### src/rtl/syn_counter_pkg.sv
// Shared constants and elaboration helpers for the synchronous up-counter slice.
package syn_counter_pkg;

  localparam int DEF_WIDTH   = 4;
  localparam int DEF_MODULUS = 16;

  // Terminal count MODULUS-1; callers narrow it to their own width.
  function automatic logic [15:0] term_value(input int modulus);
    return 16'(modulus - 1);
  endfunction

  function automatic bit modulus_ok(input int width, input int modulus);
    return (width >= 1) && (width <= 16) && (modulus >= 2) && (modulus <= (1 << width));
  endfunction

endpackage

### src/rtl/syn_up_counter_if.sv
// Control/data bundle of one counter stage. Index 0 of DIN/QOUT is the MSB.
interface syn_up_counter_if
  import syn_counter_pkg::*;
#(
  parameter int WIDTH = DEF_WIDTH
) ();
  logic             EN;
  logic             CIN;
  logic             LOAD;
  logic [0:WIDTH-1] DIN;
  logic [0:WIDTH-1] QOUT;
  logic             COUT;
  logic             WRAP;

  modport master (output EN, CIN, LOAD, DIN, input  QOUT, COUT, WRAP);
  modport slave  (input  EN, CIN, LOAD, DIN, output QOUT, COUT, WRAP);
endinterface

### src/rtl/syn_tcell.sv
// One counter bit: toggle flip-flop with synchronous load and async active-high clear.
module syn_tcell (
  input  logic CLK,
  input  logic RESET,
  input  logic T,
  input  logic LD,
  input  logic D,
  output logic Q
);

  always_ff @(posedge CLK or posedge RESET) begin
    if (RESET)   Q <= 1'b0;
    else if (LD) Q <= D;
    else if (T)  Q <= ~Q;
  end

endmodule

### src/rtl/syn_up_counter.sv
// Cascadable synchronous modulo-N up counter built from toggle cells; all bits
// advance on the same CLK edge, stages chain through COUT -> CIN.
module syn_up_counter
  import syn_counter_pkg::*;
#(
  parameter int WIDTH   = DEF_WIDTH,
  parameter int MODULUS = DEF_MODULUS
) (
  input  logic             CLK,
  input  logic             RESET,
  syn_up_counter_if.slave  bus
);

  localparam logic [0:WIDTH-1] TERM = WIDTH'(term_value(MODULUS));
  localparam bit               FULL = (MODULUS == (1 << WIDTH));

  if (!modulus_ok(WIDTH, MODULUS)) begin : g_bad_params
    $error("syn_up_counter: MODULUS must be in 2..2**WIDTH and WIDTH in 1..16");
  end

  logic [0:WIDTH-1] q;
  logic [0:WIDTH-1] t;
  logic [0:WIDTH-1] d;
  logic             cnt;
  logic             at_term;
  logic             clr;
  logic             ld;
  logic             wrap_q;

  assign cnt     = bus.EN & bus.CIN & ~bus.LOAD;
  assign at_term = (q == TERM);

  // Power-of-two modulus wraps by natural toggle; otherwise the terminal state
  // is cleared through the cells' synchronous load path.
  assign clr = !FULL && cnt && at_term;
  assign ld  = bus.LOAD | clr;
  assign d   = (bus.LOAD && (32'(bus.DIN) < MODULUS)) ? bus.DIN : '0;

  always_comb begin
    t            = '0;
    t[WIDTH-1]   = 1'b1;
    for (int i = WIDTH - 2; i >= 0; i--)
      t[i] = t[i+1] & q[i+1];
  end

  for (genvar i = 0; i < WIDTH; i++) begin : g_cell
    syn_tcell u_cell (
      .CLK   (CLK),
      .RESET (RESET),
      .T     (cnt & t[i]),
      .LD    (ld),
      .D     (d[i]),
      .Q     (q[i])
    );
  end

  always_ff @(posedge CLK or posedge RESET) begin
    if (RESET) wrap_q <= 1'b0;
    else       wrap_q <= cnt & at_term;
  end

  assign bus.QOUT = q;
  assign bus.COUT = bus.EN & bus.CIN & at_term;
  assign bus.WRAP = wrap_q;

endmodule

### src/flat_wrapper.sv
// flat-port wrapper written by rule: the top's interface ports become plain ports
module syn_up_counter_flat import syn_counter_pkg::*;
#(
  parameter int WIDTH   = DEF_WIDTH,
  parameter int MODULUS = DEF_MODULUS
)
  (CLK, RESET, bus_EN, bus_CIN, bus_LOAD, bus_DIN, bus_QOUT, bus_COUT, bus_WRAP);
  syn_up_counter_if #(.WIDTH(WIDTH)) bus_i ();
  input  logic CLK;
  input  logic RESET;
  input wire logic [$bits(bus_i.EN)-1:0] bus_EN;
  input wire logic [$bits(bus_i.CIN)-1:0] bus_CIN;
  input wire logic [$bits(bus_i.LOAD)-1:0] bus_LOAD;
  input wire logic [$bits(bus_i.DIN)-1:0] bus_DIN;
  output wire logic [$bits(bus_i.QOUT)-1:0] bus_QOUT;
  output wire logic [$bits(bus_i.COUT)-1:0] bus_COUT;
  output wire logic [$bits(bus_i.WRAP)-1:0] bus_WRAP;
  assign bus_i.EN = bus_EN;
  assign bus_i.CIN = bus_CIN;
  assign bus_i.LOAD = bus_LOAD;
  assign bus_i.DIN = bus_DIN;
  assign bus_QOUT = bus_i.QOUT;
  assign bus_COUT = bus_i.COUT;
  assign bus_WRAP = bus_i.WRAP;
  syn_up_counter #(.WIDTH(WIDTH), .MODULUS(MODULUS)) u_core (.CLK(CLK), .RESET(RESET), .bus(bus_i));
endmodule
### config.mk
export PLATFORM = sky130hd
export DESIGN_NAME = syn_up_counter_flat
export DESIGN_NICKNAME = d
export VERILOG_FILES = /design/src/rtl/syn_counter_pkg.sv /design/src/rtl/syn_up_counter_if.sv /design/src/rtl/syn_tcell.sv /design/src/rtl/syn_up_counter.sv /design/src/flat_wrapper.sv
export SDC_FILE = /design/constraint.sdc
export NUM_CORES = 1
export LEC_CHECK = 0
export CELL_PAD_IN_SITES_DETAIL_PLACEMENT = 0
export CELL_PAD_IN_SITES_GLOBAL_PLACEMENT = 1
export CORE_AREA = 2 2 39 41
export DETAILED_ROUTE_END_ITERATION = 16
export DIE_AREA = 0 0 41 43
export PLACE_DENSITY_LB_ADDON = 0.08
export SYNTH_ARGS = -nofsm -noshare
export SYNTH_HDL_FRONTEND = slang
export SYNTH_SLANG_ARGS = --single-unit
export TNS_END_PERCENT = 100
### constraint.sdc
create_clock -name CLK -period 2.8 [get_ports CLK]
set_clock_uncertainty 0.05 [all_clocks]
set_input_delay 0.28 -clock CLK [delete_from_list [all_inputs] [get_ports CLK]]
set_output_delay 0.28 -clock CLK [all_outputs]
set_load 0.03 [all_outputs]
* Word-level counts from Yosys, hierarchy flattened *
Index checks and enable logic that the tools add are counted.

operators by class
  mux-type cells = 8
  eq/ne operators = 1
  reductions and logical operators = 4
  bitwise gates (word level) = 14

operator list
  kind                  count
  $and A1 B1 Y1         9
  $mux W1               8
  $reduce_bool A2 Y1    4
  $not A1 Y1            5
  $eq A4 B4 Y1 const B  1

storage, ports and cells
  output and inout port bits = 6
  bits of input ports = 9
  bits in registers = 5
  logic and storage cells = 32

* Longest topological paths before layout *
Gate-level depths: netlist of run 1.

  depth in word-level cells = 5
  mapped depth = 3
  gate-level depth less buffers = 3

* By module *
From an unflattened synthesis of run 1, not the netlist that was laid out.

unflattened totals
  cell total of the unflattened synthesis = 38
  area, all modules = 309.0 µm²

by module, submodules not included
  module          instances  seq. area each (µm²)  cells each  area an instance (µm²)
  syn_tcell       4          25.0                  5           46.3
  syn_up_counter  1          25.0                  18          123.9

* Least setup slack after synthesis of run 1 *
Ideal clock, no wire load.

  kind = flip-flop to output port
  start = register u_core.g_cell[3].u_cell.Q
  end = output port bus_COUT
  data arrival time = 979 ps
  required time = 2470 ps
  slack = 1491 ps
  cell stages (with the launch flop) = 3
  buffers on the path = 0
  cell sequence = dfrtp_1 > nand4_2 > nor2_1

between the ends
  longest elaborated chain between the ends = 2

RTL lines
  item                    RTL line              text
  from (decl)             syn_tcell.sv:8        output logic Q
  from (signal assigned)  syn_tcell.sv:14       else if (T) Q <= ~Q;
  $eq A4 B4 Y1            syn_up_counter.sv:31  assign at_term = (q == TERM);
  $and A1 B1 Y1           syn_up_counter.sv:63  assign bus.COUT = bus.EN & bus.CIN & at_term;
  to (decl)               flat_wrapper.sv:16    output wire logic [$bits(bus_i.COUT)-1:0] bus_COUT;

Every way passes these cells.

* Final worst setup path of run 1 *
  start = input port bus_EN
  end = output port bus_COUT

between the ends
  longest elaborated chain between the ends = 2

RTL lines
  item                         RTL line              text
  from (decl)                  flat_wrapper.sv:11    input wire logic [$bits(bus_i.EN)-1:0] bus_EN;
  $and A1 B1 Y1 (2 in series)  syn_up_counter.sv:63

Every way passes these cells.

==> results of run 1 <==
final cells by class:
type | count | area, um^2
sequential | 5 | 125
timing repair buffer | 14 | 140
clock buffer | 4 | 26.3
inverter | 3 | 11.3
multi-input combinational | 19 | 108
fill | 143 | 953
tap | 16 | 20.0
worst max-delay path by stage:
stage,to,from,slack [ns]
2_1_floorplan,bus_COUT,u_core.g_cell[3].u_cell.Q$_DFFE_PP0P_,1.49
3_5_place_dp,bus_COUT,bus_EN,0.66
4_1_cts,bus_COUT,bus_EN,0.65
5_1_grt,bus_COUT,bus_EN,0.58
3_3_place_gp,bus_COUT,bus_EN,0.66
6_report,bus_COUT,bus_EN,0.66
power by group:
group	total (mW)	internal (mW)	switching, mW	leakage, nW
clock	0.0825	0.0538	0.0287	0.0150
combinational	0.0574	0.0281	0.0294	0.105
sequential	0.0855	0.0792	0.00628	0.0614
per-layer routing:
layer	GRT usage	vias to the layer above
met1	0.107	109
li1	-	127
met5	0	-
met2	0.119	14
met3	0.0681	0
met4	0.0200	0
cells in the final DEF, fill, tap and decap left out, drive strengths merged:
master	count
xor2	2
nand2	5
dfrtp	5
nor3	1
clkbuf	4
or3	1
a31oi	1
clkdlybuf4s50	14
inv	3
xnor2	1
nor2	2
o21ai	4
nand3	1
nand4	1
worst max-delay path: cells and delay by family:
kind                   cells  cell delay [ns]
buffers and inverters      2             1.19
and+or+nand+nor            2             0.34
flip-flops by register name, indices dropped and copies added, names as in the netlist:
register                count
u_core.bus.WRAP             1
u_core.g_cell.u_cell.Q      4
per-stage QoR:
| stage | std cells | total power [mW] | area [um^2] | setup WS [ns] |
|---|---|---|---|---|
| after floorplan | 31 | 0.124 | 274 | 1.49 |
| after global placement | 57 | 0.144 | 404 | 0.656 |
| after detailed placement | 57 | 0.145 | 404 | 0.655 |
| final | 61 | 0.225 | 430 | 0.657 |
| after global routing | 61 | 0.242 | 430 | 0.583 |
| after CTS | 61 | 0.230 | 430 | 0.651 |
kinds of logic after synthesis:
logic type      share of synthesized area
simple gates                        0.201
buf+inv                             0.151
compound gates                     0.0959
flops                               0.457
xor+xnor                           0.0959
==> flow_summary.toml, run 1 <==
[place]
io_buffers = 14
gp_congestion = 0.694

[setup_path]
startpoint_type = "input pin"
reg2reg_to = "u_core.g_cell[0].u_cell.Q$_DFFE_PP0P_"
cp_slowest_cell = "clkdlybuf4s50_1"
cpPeakStageDelay_ns = 0.67
crit_top_cell = "clkdlybuf4s50_1"
reg2reg_slack_ns = 1.56
reg2reg_from = "u_core.g_cell[3].u_cell.Q$_DFFE_PP0P_"
crit_type = "input pin to output pin"
reg2reg_depth = 3
cp_data_arrival_time_ns = 1.81
end_kind = "output pin"
worstPathRequired_ns = 2.47
cp_max_fo = 5
cp_cell_sequence = "clkdlybuf4s50_1 > nand4_2 > nor2_1 > clkdlybuf4s50_1"

[worst_hold_path]
min_path_type = "input pin to async pin"

[clocking]
h-tree-depth = 1
cts_tree = "done"
cts_made_buffers = 3
ctsHoldBuffers = 0
cts-resized-gates = 0
clockBufferDepth = 2
cts.clk_slew.worst_paths_ns = 0.04
clk_root_buffer_cell = "clkbuf_4"
cts.sinks = 5
worstSkewPairLatency_ns = 0.24
postCtsSetupBuffers = 0

[timing]
finalCriticalPeriod_ns = 2.14
fin_setup_tns_ns = 0
hold_viol_final = 0
slew_headroom = 0.794
setup_viol = 0
hold_ws_ns = 0.197
post-route-period-util = 0.765
maxSlewViolCount = 0
fmax_mhz = 467
rsz0062_at_grt = "false"
worst_slew_pin_slew_ns = 0.308

[synthesis]
synth_cell_type_count = 13
seq_area_frac_synth = 0.457
synth-edff-count = 0
yosys-top-cells-area = "dfrtp_1, buf_4, o21ai_0"
synth_top_cells_by_count = "dfrtp_1, nand2_1, buf_4, o21ai_0, inv_1"
synth_nets = 40
synth-main-ff-cell = "dfrtp_1"
async_reset_ff_frac = 1.00
syn_area_per_cell_um2 = 8.84
yosys_warnings = 0
synth_top_area_share = 0.457
synthCells = 31
netlist_area_um2 = 274
synth_top_area_cell = "dfrtp_1"
ys_ff_latch = 5

[routing]
firstDrtPassIters = 2
drt-met1-wl_um = 258
drtIter0Drc = 1
wl_met3_um = 78
antenna_left = 0
wire_per_inst_um = 9.46
dr.max_layer_used = "met3"
routed-wl-met2_um = 240
drcViolationCount = 0
via_count = 250
routed_wl_um = 577
vias_per_cell = 4.10

[power_and_ir_drop]
leakage_nw = 0.182
vdd_drop_max_uv = 200
power.density_nw_per_um2 = 524

[floorplan]
start_util = 0.198
die_area_um2 = 1760
coreArea_um2 = 1380
rows = 14
io_pins = 15
die_w_um = 41
die_h_um = 43

[flow_run]
max-cap-violations = 0

[global_routing]
antenna_found_initial = 0
grt_first_pass_wirelength_mm = 1.00
grt_pass1_vias = 247
grt_overflow = 0
grt_max_degree = 9
grt_usage = 0.0876

[outcome]
status = "complete, no violations"

[final_layout]
syn_to_final_growth_pct = 57.1
nNetsFinal = 55
n_antenna_cell = 0
drive_gt1_frac = 0.0889
finalCoreUtilization = 0.311
Power figures use the tool's default switching activity.
==> inputs of run 2 (changes only) <==
--- a/config.mk
+++ b/config.mk
@@ -7,9 +7,9 @@
 export LEC_CHECK = 0
 export CELL_PAD_IN_SITES_DETAIL_PLACEMENT = 0
 export CELL_PAD_IN_SITES_GLOBAL_PLACEMENT = 1
-export CORE_AREA = 2 2 39 41
+export CORE_MARGIN = 2
+export CORE_UTILIZATION = 21
 export DETAILED_ROUTE_END_ITERATION = 16
-export DIE_AREA = 0 0 41 43
 export PLACE_DENSITY_LB_ADDON = 0.08
 export SYNTH_ARGS = -nofsm -noshare
 export SYNTH_HDL_FRONTEND = slang
==> constraint.sdc (replaced) <==
create_clock -name CLK -period 1.8 [get_ports CLK]
set_clock_uncertainty 0.05 [all_clocks]
set_input_delay 0.18 -clock CLK [delete_from_list [all_inputs] [get_ports CLK]]
set_output_delay 0.18 -clock CLK [all_outputs]
set_load 0.03 [all_outputs]
==> run 2 against run 1 <==
Count of clock-buffer cells in the layout stayed put. Non-clock buffer count stayed put. Setup slack worse by 0.43 ns. Hold slack worse by 0.096 ns. First-iteration DRC count is 100% higher. Sequential share of layout area is 0.26 points higher. Wire length is 3.6% higher. Design area is 0.87% lower. Register-to-register slack worse by 0.98 ns. Global-route usage is 1.3 points higher. Critical endpoint is now bus_QOUT[0].
==> flow_summary.toml, run 2 (same netlist as run 1, synthesis figures left out) <==
[outcome]
status = "complete, no violations"

[place]
pre_cts_slack_ns = 0.283
io_buffers = 14
postPlaceCellArea_um2 = 400
gp_congestion = 0.680
place.detailed.hpwl_um = 464

[floorplan]
die_w_um = 40.1
io_pins = 15
die_h_um = 40.1
start_util = 0.219
rows = 13
coreArea_um2 = 1250
die_area_um2 = 1610

[final_layout]
final_cell_mix = "clkdlybuf4s50_1, nand2_1, dfrtp_1"
design_area_um2 = 427
n_antenna_cell = 0
syn_to_final_growth_pct = 55.7
fill_cells = 134
seqCellArea_um2 = 125
drive_gt1_frac = 0.111
largest_reg_flops = 4
nNetsFinal = 55
multi_input_area_um2 = 108
top_register = "u_core.g_cell.u_cell.Q"
finalCoreUtilization = 0.341
layout_commonest_cell = "clkdlybuf4s50_1"

[setup_path]
crit_start = "u_core.g_cell[3].u_cell.Q$_DFFE_PP0P_"
reg2reg_depth = 3
reg2reg_to = "u_core.g_cell[0].u_cell.Q$_DFFE_PP0P_"
startpoint_type = "flop"
worstPathRequired_ns = 1.57
worstSetupEndpoint = "bus_QOUT[0]"
reg2reg_from = "u_core.g_cell[3].u_cell.Q$_DFFE_PP0P_"
cp_cell_sequence = "clkdlybuf4s50_1"
end_kind = "output pin"
crit_buf_inv = 1
critical_path_cell_count = 1
reg2reg_slack_ns = 0.58
crit_type = "flop to output pin"
cp_max_fo = 4
cp_data_arrival_time_ns = 1.34
cpPeakStageDelay_ns = 0.69
path_delay_family = "buffers and inverters"
cp_slowest_cell = "clkdlybuf4s50_1"

[routing]
drcViolationCount = 0
via_count = 247
routed_wl_um = 598
wire_per_inst_um = 9.97
vias_per_cell = 4.12
firstDrtPassIters = 4
drtIter0Drc = 2
antenna_left = 0

[clocking]
worstSkewPairLatency_ns = 0.24
clockBufferDepth = 2
postCtsSetupBuffers = 0
cts.sinks = 5
h-tree-depth = 1
cts-resized-gates = 0
ctsHoldBuffers = 0
cts.clk_slew.worst_paths_ns = 0.04
clk_root_buffer_cell = "clkbuf_4"
cts_tree = "done"
cts_made_buffers = 3

[timing]
setup_slack_ns = 0.229
post-route-period-util = 0.873
fmax_mhz = 637
rsz0062_at_grt = "false"
maxSlewViolCount = 0
worst_slew_pin_slew_ns = 0.313
hold_viol_final = 0
finalCriticalPeriod_ns = 1.57
setup_viol = 0
fin_setup_tns_ns = 0
slew_headroom = 0.790

[power_and_ir_drop]
leakage_nw = 0.184
vdd_drop_max_uv = 283
power.density_nw_per_um2 = 827

[worst_hold_path]
min_path_type = "input pin to async pin"

[global_routing]
grt_pass1_vias = 238
antenna_found_initial = 0
grt_first_pass_wirelength_um = 986
grt_max_degree = 9
grt_usage = 0.101
grt_overflow = 0

[flow_run]
max-cap-violations = 0
[run 2: worst min-delay path by stage]
stage,slack (ns),endpoint,start
floorplan,-0.09,u_core.bus.WRAP$_DFF_PP0_,RESET
finish,0.10,u_core.bus.WRAP$_DFF_PP0_,RESET
detailed placement,0.36,u_core.g_cell[2].u_cell.Q$_DFFE_PP0P_,RESET
global placement,0.35,u_core.bus.WRAP$_DFF_PP0_,RESET
CTS,0.11,u_core.g_cell[2].u_cell.Q$_DFFE_PP0P_,RESET
global route,0.12,u_core.g_cell[2].u_cell.Q$_DFFE_PP0P_,RESET
[run 2: power breakdown]
group	internal, mW	switching [mW]
Sequential	0.123	0.0108
Combinational	0.0435	0.0458
Clock	0.0838	0.0457
Total	0.250	0.102
[run 2: metal layers]
metal,up-vias,routed length [um],track usage
li1,127,-,-
met1,110,258,0.121
met2,10,296,0.145
met3,0,43,0.0500
met4,0,0,0.0517
met5,-,0,0
[run 2: final cells by class]
cell class                      instances  share of cell area
Tap cell                               15              0.0440
Timing Repair Buffer                   14               0.323
Clock buffer                            4              0.0616
Sequential cell                         5               0.293
Multi-Input combinational cell         19               0.252
Inverter                                3              0.0264
[run 2: through the flow]
stage,power (mW),hold WS [ns],instances
global route,0.377,0.118,60
finish,0.353,0.101,60
detailed placement,0.226,0.357,56
floorplan,0.192,-0.0915,31
CTS,0.360,0.106,60
global placement,0.224,0.351,56
